===== src/rtl/wb_stage_buf_pkg.sv =====
// Shared constants and control encodings for the write-back stage buffer.
package wb_stage_buf_pkg;

    localparam int          STALL_IDX_WB = 4;
    localparam logic [63:0] ZERO_WORD    = 64'd0;
    localparam logic [31:0] NOP_ADDR     = 32'd0;

    typedef enum logic [1:0] {
        WB_ENABLE  = 2'b00,
        WB_DISABLE = 2'b01,
        WB_STOP    = 2'b10
    } wb_ctrl_e;

endpackage


===== src/rtl/wb_stage_buf_if.sv =====
// MEM-stage to write-back handshake: valid/ready plus the register write request.
interface wb_stage_buf_if #(
    parameter int DATA_W = 32,
    parameter int ADDR_W = 5
);
    logic              in_valid;
    logic              in_ready;
    logic              in_we;
    logic [ADDR_W-1:0] in_waddr;
    logic [DATA_W-1:0] in_wdata;

    modport master (output in_valid, in_we, in_waddr, in_wdata, input in_ready);
    modport slave  (input in_valid, in_we, in_waddr, in_wdata, output in_ready);
endinterface


===== src/rtl/wb_stage_buf_fwd.sv =====
// Newest-first address match over the live buffer entries, oldest at rd_ptr.
module wb_fwd_match #(
    parameter int DEPTH  = 2,
    parameter int ADDR_W = 5,
    parameter int DATA_W = 32,
    localparam int PTR_W = $clog2(DEPTH),
    localparam int CNT_W = $clog2(DEPTH + 1)
) (
    input  logic [ADDR_W-1:0] raddr,
    input  logic [PTR_W-1:0]  rd_ptr,
    input  logic [CNT_W-1:0]  count,
    input  logic [ADDR_W-1:0] addr_arr [DEPTH],
    input  logic [DATA_W-1:0] data_arr [DEPTH],
    output logic              hit,
    output logic [DATA_W-1:0] data
);
    import wb_stage_buf_pkg::*;

    logic [PTR_W-1:0] idx_s;

    // Walk oldest to newest so a later (newer) match overrides an earlier one.
    always_comb begin
        hit   = 1'b0;
        data  = DATA_W'(ZERO_WORD);
        idx_s = {PTR_W{1'b0}};
        for (int k = 0; k < DEPTH; k++) begin
            idx_s = rd_ptr + PTR_W'(k);
            if ((CNT_W'(k) < count) && (raddr != ADDR_W'(NOP_ADDR)) &&
                (addr_arr[idx_s] == raddr)) begin
                hit  = 1'b1;
                data = data_arr[idx_s];
            end else begin
                hit  = hit;
                data = data;
            end
        end
    end

endmodule


===== src/rtl/wb_stage_buf.sv =====
// Write-back stage buffer: holds MEM results while write-back is stalled and
// forwards pending values; drains in strict FIFO order.
module wb_stage_buf
    import wb_stage_buf_pkg::*;
#(
    parameter int DATA_W    = 32,
    parameter int ADDR_W    = 5,
    parameter int DEPTH     = 2,
    parameter int STALL_W   = 6,
    parameter int STALL_IDX = STALL_IDX_WB,
    localparam int PTR_W    = $clog2(DEPTH),
    localparam int CNT_W    = $clog2(DEPTH + 1)
) (
    input  logic                clk,
    input  logic                rst,
    wb_stage_buf_if.slave       in_if,
    input  logic [STALL_W-1:0]  stall,
    input  logic                flush,
    output logic                wb_we,
    output logic [ADDR_W-1:0]   wb_waddr,
    output logic [DATA_W-1:0]   wb_wdata,
    input  logic [ADDR_W-1:0]   fwd_raddr,
    output logic                fwd_hit,
    output logic [DATA_W-1:0]   fwd_data,
    output logic [CNT_W-1:0]    count
);

    logic [ADDR_W-1:0] mem_addr_q [DEPTH];
    logic [DATA_W-1:0] mem_data_q [DEPTH];

    logic [PTR_W-1:0]  wr_ptr_q, wr_ptr_d, rd_ptr_q, rd_ptr_d;
    logic [CNT_W-1:0]  count_q, count_d;
    logic              wb_we_q, wb_we_d;
    logic [ADDR_W-1:0] wb_waddr_q, wb_waddr_d;
    logic [DATA_W-1:0] wb_wdata_q, wb_wdata_d;

    wb_ctrl_e mode_s;
    logic     in_ready_s, useful_s, push_s, pop_s, bypass_s;
    logic     stall_unused_s;

    assign stall_unused_s = ^stall;
    assign in_ready_s     = !rst && !flush && (count_q < CNT_W'(DEPTH));
    assign useful_s       = in_if.in_valid && in_ready_s && in_if.in_we &&
                            (in_if.in_waddr != ADDR_W'(NOP_ADDR));
    assign in_if.in_ready = in_ready_s;

    // Flush dominates the stall bit when deciding what write-back may do.
    always_comb begin
        mode_s = WB_ENABLE;
        if (flush) begin
            mode_s = WB_DISABLE;
        end else if (stall[STALL_IDX]) begin
            mode_s = WB_STOP;
        end else begin
            mode_s = WB_ENABLE;
        end
    end

    // Pop the head when one exists; bypass only an empty buffer so order holds.
    always_comb begin
        pop_s    = 1'b0;
        bypass_s = 1'b0;
        case (mode_s)
            WB_ENABLE: begin
                pop_s    = (count_q != {CNT_W{1'b0}});
                bypass_s = (count_q == {CNT_W{1'b0}}) && useful_s;
            end
            WB_STOP, WB_DISABLE: begin
                pop_s    = 1'b0;
                bypass_s = 1'b0;
            end
            default: begin
                pop_s    = 1'b0;
                bypass_s = 1'b0;
            end
        endcase
        push_s = useful_s && !bypass_s;
    end

    // Next pointer/count state and the value presented on the write port.
    always_comb begin
        wr_ptr_d   = wr_ptr_q;
        rd_ptr_d   = rd_ptr_q;
        count_d    = count_q;
        wb_we_d    = 1'b0;
        wb_waddr_d = ADDR_W'(NOP_ADDR);
        wb_wdata_d = DATA_W'(ZERO_WORD);
        if (mode_s == WB_DISABLE) begin
            wr_ptr_d = {PTR_W{1'b0}};
            rd_ptr_d = {PTR_W{1'b0}};
            count_d  = {CNT_W{1'b0}};
        end else begin
            wr_ptr_d = push_s ? wr_ptr_q + PTR_W'(1'b1) : wr_ptr_q;
            rd_ptr_d = pop_s  ? rd_ptr_q + PTR_W'(1'b1) : rd_ptr_q;
            count_d  = count_q + CNT_W'(push_s) - CNT_W'(pop_s);
        end
        if (pop_s) begin
            wb_we_d    = 1'b1;
            wb_waddr_d = mem_addr_q[rd_ptr_q];
            wb_wdata_d = mem_data_q[rd_ptr_q];
        end else if (bypass_s) begin
            wb_we_d    = 1'b1;
            wb_waddr_d = in_if.in_waddr;
            wb_wdata_d = in_if.in_wdata;
        end else begin
            wb_we_d    = 1'b0;
            wb_waddr_d = ADDR_W'(NOP_ADDR);
            wb_wdata_d = DATA_W'(ZERO_WORD);
        end
    end

    // Control and write-port registers, cleared asynchronously.
    always_ff @(posedge clk or posedge rst) begin
        if (rst) begin
            wr_ptr_q   <= {PTR_W{1'b0}};
            rd_ptr_q   <= {PTR_W{1'b0}};
            count_q    <= {CNT_W{1'b0}};
            wb_we_q    <= 1'b0;
            wb_waddr_q <= ADDR_W'(NOP_ADDR);
            wb_wdata_q <= DATA_W'(ZERO_WORD);
        end else begin
            wr_ptr_q   <= wr_ptr_d;
            rd_ptr_q   <= rd_ptr_d;
            count_q    <= count_d;
            wb_we_q    <= wb_we_d;
            wb_waddr_q <= wb_waddr_d;
            wb_wdata_q <= wb_wdata_d;
        end
    end

    // Entry storage; validity is tracked by count only, so no reset here.
    always_ff @(posedge clk) begin
        if (push_s) begin
            mem_addr_q[wr_ptr_q] <= in_if.in_waddr;
            mem_data_q[wr_ptr_q] <= in_if.in_wdata;
        end
    end

    wb_fwd_match #(
        .DEPTH  (DEPTH),
        .ADDR_W (ADDR_W),
        .DATA_W (DATA_W)
    ) u_fwd (
        .raddr    (fwd_raddr),
        .rd_ptr   (rd_ptr_q),
        .count    (count_q),
        .addr_arr (mem_addr_q),
        .data_arr (mem_data_q),
        .hit      (fwd_hit),
        .data     (fwd_data)
    );

    assign wb_we    = wb_we_q;
    assign wb_waddr = wb_waddr_q;
    assign wb_wdata = wb_wdata_q;
    assign count    = count_q;

endmodule


===== src/flat_wrapper.sv =====
// flat-port wrapper written by rule: the top's interface ports become plain ports
module wb_stage_buf_flat import wb_stage_buf_pkg::*;
#(
    parameter int DATA_W    = 32,
    parameter int ADDR_W    = 5,
    parameter int DEPTH     = 2,
    parameter int STALL_W   = 6,
    parameter int STALL_IDX = STALL_IDX_WB,
    localparam int PTR_W    = $clog2(DEPTH),
    localparam int CNT_W    = $clog2(DEPTH + 1)
)
  (clk, rst, stall, flush, wb_we, wb_waddr, wb_wdata, fwd_raddr, fwd_hit, fwd_data, count, in_if_in_valid, in_if_in_we, in_if_in_waddr, in_if_in_wdata, in_if_in_ready);
  wb_stage_buf_if #(.DATA_W(DATA_W), .ADDR_W(ADDR_W)) in_if_i ();
  input  logic clk;
  input  logic rst;
  input  logic [STALL_W-1:0] stall;
  input  logic flush;
  output logic wb_we;
  output logic [ADDR_W-1:0] wb_waddr;
  output logic [DATA_W-1:0] wb_wdata;
  input  logic [ADDR_W-1:0] fwd_raddr;
  output logic fwd_hit;
  output logic [DATA_W-1:0] fwd_data;
  output logic [CNT_W-1:0] count;
  input wire logic [$bits(in_if_i.in_valid)-1:0] in_if_in_valid;
  input wire logic [$bits(in_if_i.in_we)-1:0] in_if_in_we;
  input wire logic [$bits(in_if_i.in_waddr)-1:0] in_if_in_waddr;
  input wire logic [$bits(in_if_i.in_wdata)-1:0] in_if_in_wdata;
  output wire logic [$bits(in_if_i.in_ready)-1:0] in_if_in_ready;
  assign in_if_i.in_valid = in_if_in_valid;
  assign in_if_i.in_we = in_if_in_we;
  assign in_if_i.in_waddr = in_if_in_waddr;
  assign in_if_i.in_wdata = in_if_in_wdata;
  assign in_if_in_ready = in_if_i.in_ready;
  wb_stage_buf #(.DATA_W(DATA_W), .ADDR_W(ADDR_W), .DEPTH(DEPTH), .STALL_W(STALL_W), .STALL_IDX(STALL_IDX)) u_core (.clk(clk), .rst(rst), .in_if(in_if_i), .stall(stall), .flush(flush), .wb_we(wb_we), .wb_waddr(wb_waddr), .wb_wdata(wb_wdata), .fwd_raddr(fwd_raddr), .fwd_hit(fwd_hit), .fwd_data(fwd_data), .count(count));
endmodule

===== config.mk =====
export PLATFORM = sky130hd
export DESIGN_NAME = wb_stage_buf_flat
export DESIGN_NICKNAME = d
export VERILOG_FILES = /design/src/rtl/wb_stage_buf_pkg.sv /design/src/rtl/wb_stage_buf_if.sv /design/src/rtl/wb_stage_buf_fwd.sv /design/src/rtl/wb_stage_buf.sv /design/src/flat_wrapper.sv
export SDC_FILE = /design/constraint.sdc
export NUM_CORES = 1
export LEC_CHECK = 0
export ABC_AREA = 1
export CAP_MARGIN = 0
export CORE_MARGIN = 1
export CORE_UTILIZATION = 40
export DETAILED_ROUTE_END_ITERATION = 16
export GPL_TIMING_DRIVEN = 0
export HOLD_SLACK_MARGIN = 0.15
export PLACE_DENSITY = 0.65
export SLEW_MARGIN = 20
export SYNTH_ARGS = -nofsm -noshare
export SYNTH_HDL_FRONTEND = slang
export SYNTH_SLANG_ARGS = --single-unit

===== constraint.sdc =====
create_clock -name clk -period 7.6 [get_ports clk]
set_clock_uncertainty 0.15 [all_clocks]
set_input_delay 0.76 -clock clk [delete_from_list [all_inputs] [get_ports clk]]
set_output_delay 0.76 -clock clk [all_outputs]
set_load 0.02 [all_outputs]

==> flow_summary.yaml <==
power:
  p_leak_nw: 3.60
  powerDensity_nw_per_um2: 194
  ir_worst_vdd_mv: 0.148
synth:
  synth_cell_type_count: 27
  yosys.area_share.xor_xnor: 0.00150
  synth-async-reset-ratio: 0.362
  yosys_warnings: 0
  synthSimpleGateAreaFrac: 0.317
  synthAdderAreaFrac: 0.00214
  synth_flop_cell: "edfxtp_1"
  synth_edf_count: 74
  synth_area_um2: 5850
  synth_compound_area_frac: 0.0351
  synthCells: 677
  synth_nets: 731
  synth-seq-cells: 116
  ys_seq_area_frac: 0.560
  synth_mux_area_frac: 0
  synth_top_family_by_area: "simple AND/OR/NAND/NOR gates"
  postSynthAreaPerCell_um2: 8.64
finish:
  area.growth.synth_to_final_pct: 35.9
  layout.nets: 876
  antenna_cells: 0
  n_fill_cell: 1242
  multi_input_area_um2: 2090
  layout-drive-gt1-share: 0.109
  ff_latch_area_um2: 3270
  final_area_um2: 7950
  layout_common_cells: "nand2_1, clkdlybuf4s50_1, edfxtp_1"
  utilization: 0.564
  layout_commonest_cell: "nand2_1"
floorplan:
  die_y_um: 123
  core-area_um2: 14100
  placementRows: 43
  die_x_um: 123
  io_pins: 127
  initial_core_util: 0.415
  die_area_um2: 15100
drt:
  drc: 0
  num_vias: 5111
  wl_um: 16400
  wl_met2_um: 7970
  wire_per_inst_um: 16.1
  drtAntennaViolNets: 0
  routedLengthMet1_um: 7140
  top_layer: "met4"
  dr_wl_met3_um: 1010
  viasPerCell: 5.04
  drt_iter0_drc: 330
  drt_pre_antenna_iters: 5
timing:
  setup_viol: 0
  finalCritPeriodShare: 0.518
  slew_viol_final: 0
  hold_viol: 0
  rsz0062_at_grt: "no"
  worst_pin_slew_ns: 0.597
  finalSetupTns_ns: 0
  period_needed_ns: 3.94
  fmaxAchievable_mhz: 254
  relSlewSlack: 0.602
  worst_slack_ns: 3.66
setup_path:
  arrival_ns: 3.03
  critical_path.max_fanout: 10
  crit_required_ns: 6.69
  path_class: "in2out"
  cp-end-kind: "output pin"
  start_kind: "input port"
job:
  drv_cap: 0
global_route:
  overflow: 0
  grt_pass1_vias: 5170
  grt_pass1_wl_um: 25900
  grt_max_degree: 27
  grt_antenna_before_repair: 1
  grtUsageTotal: 0.231
placed_design:
  dp_hpwl_um: 11200
  place_area_um2: 7430
  gp_congestion: 0.837
  io_buffers: 121
  pre_cts_ws_ns: 3.68
clock_tree:
  post-cts-setup-buffers: 0
  cts_buffer_depth: 2
  tritoncts: "yes"
  cts.clk_slew.worst_paths_ns: 0.05
  cts.sinks: 116
  cts_made_buffers: 17
  cts_max_level: 4
  cts-resized-gates: 0
  cts_hold_buf: 0
  cts-root-buf: "clkbuf_16"
  insertion_delay_ns: 0.41
hold_path:
  hp-class: "reg2reg"
status:
  status: "complete, no violations"
==> final cells by class <==
type | instances | area share
buffer | 38 | 0.0345
clock buffer | 25 | 0.0611
inverter | 58 | 0.0280
sequential | 116 | 0.412
tap | 180 | 0.0283
clock inverter | 7 | 0.00378
multi-input combinational | 465 | 0.264
timing repair buffer | 126 | 0.169
==> state kept, by name (all words and copies together), names as in the netlist <==
| name | count |
|---|---|
| u_core.wr_ptr_q | 1 |
| u_core.rd_ptr_q | 1 |
| u_core.wb_waddr | 5 |
| u_core.mem_data_q | 64 |
| u_core.wb_we | 1 |
| u_core.wb_wdata | 32 |
| u_core.count | 2 |
| u_core.mem_addr_q | 10 |
==> logic make-up (layout without fill, tap and decap cells) <==
kind of cell | count (synthesis) | in the layout
flops | 116 | 116
simple gates | 422 | 422
xor+xnor | 1 | 1
buf+inv | 96 | 254
compound gates | 41 | 41
fa+ha+maj | 1 | 1
==> metrics by stage <==
step,hold slack [ns],power (W),cells
detailed placement,0.442,0.000851,983
finish,0.455,0.00154,1015
global route,0.501,0.00159,1015
global placement,0.358,0.000842,978
CTS,0.458,0.00155,1015
floorplan,0.333,0.000779,677
==> path summary, 6_finish.rpt <==
path | startpoint | end | slack (ns) | cells past startpoint
min in group asynchronous | rst | u_core.wb_wdata[15] | 0.52 | 2
hold / removal | u_core.mem_data_q[58] | u_core.wb_wdata[26] | 0.45 | 4
hold reg to reg | u_core.mem_data_q[58] | u_core.wb_wdata[26] | 0.45 | 4
setup reg to reg | u_core.count[1] | u_core.count[1] | 5.24 | 11
max in group asynchronous | rst | u_core.wb_wdata[6] | 6.27 | 3
setup / recovery | fwd_raddr[3] | fwd_data[20] | 3.66 | 11
==> synth_stat cells (all sizes together), types with 2 or more instances <==
library cell / instances / area, µm²
buf: 28 / 233
clkbuf: 10 / 41.3
dfrtp: 42 / 1050
edfxtp: 74 / 2220
inv: 58 / 223
nand2: 319 / 1200
nand3: 86 / 553
nand4: 2 / 12.5
nor2: 13 / 73.8
o21ai: 40 / 200
==> per-layer routing <==
layer	vias to the layer above	GRT usage
li1	2467	-
met1	2435	0.283
met2	184	0.388
met3	25	0.0660
met4	0	0.0861
met5	-	0
==> where the power goes <==
| group | switching [W] | internal, W |
|---|---|---|
| combinational | 0.0000923 | 0.0000592 |
| clock | 0.000263 | 0.000435 |
| sequential | 0.00000445 | 0.000684 |
| total | 0.000360 | 0.00118 |
==> worst max-delay path, cell delays in order <==
cell             delay (ns)
clkdlybuf4s50_1        0.57
nor2_1                 0.07
nand3_1                0.11
nand2_1                0.06
inv_1                  0.07
nand3_2                0.09
nor2_4                 0.19
buf_2                  0.29
nand3_1                0.11
nand2_1                0.10
clkdlybuf4s50_1        0.61
Power figures use the tool's default switching activity.
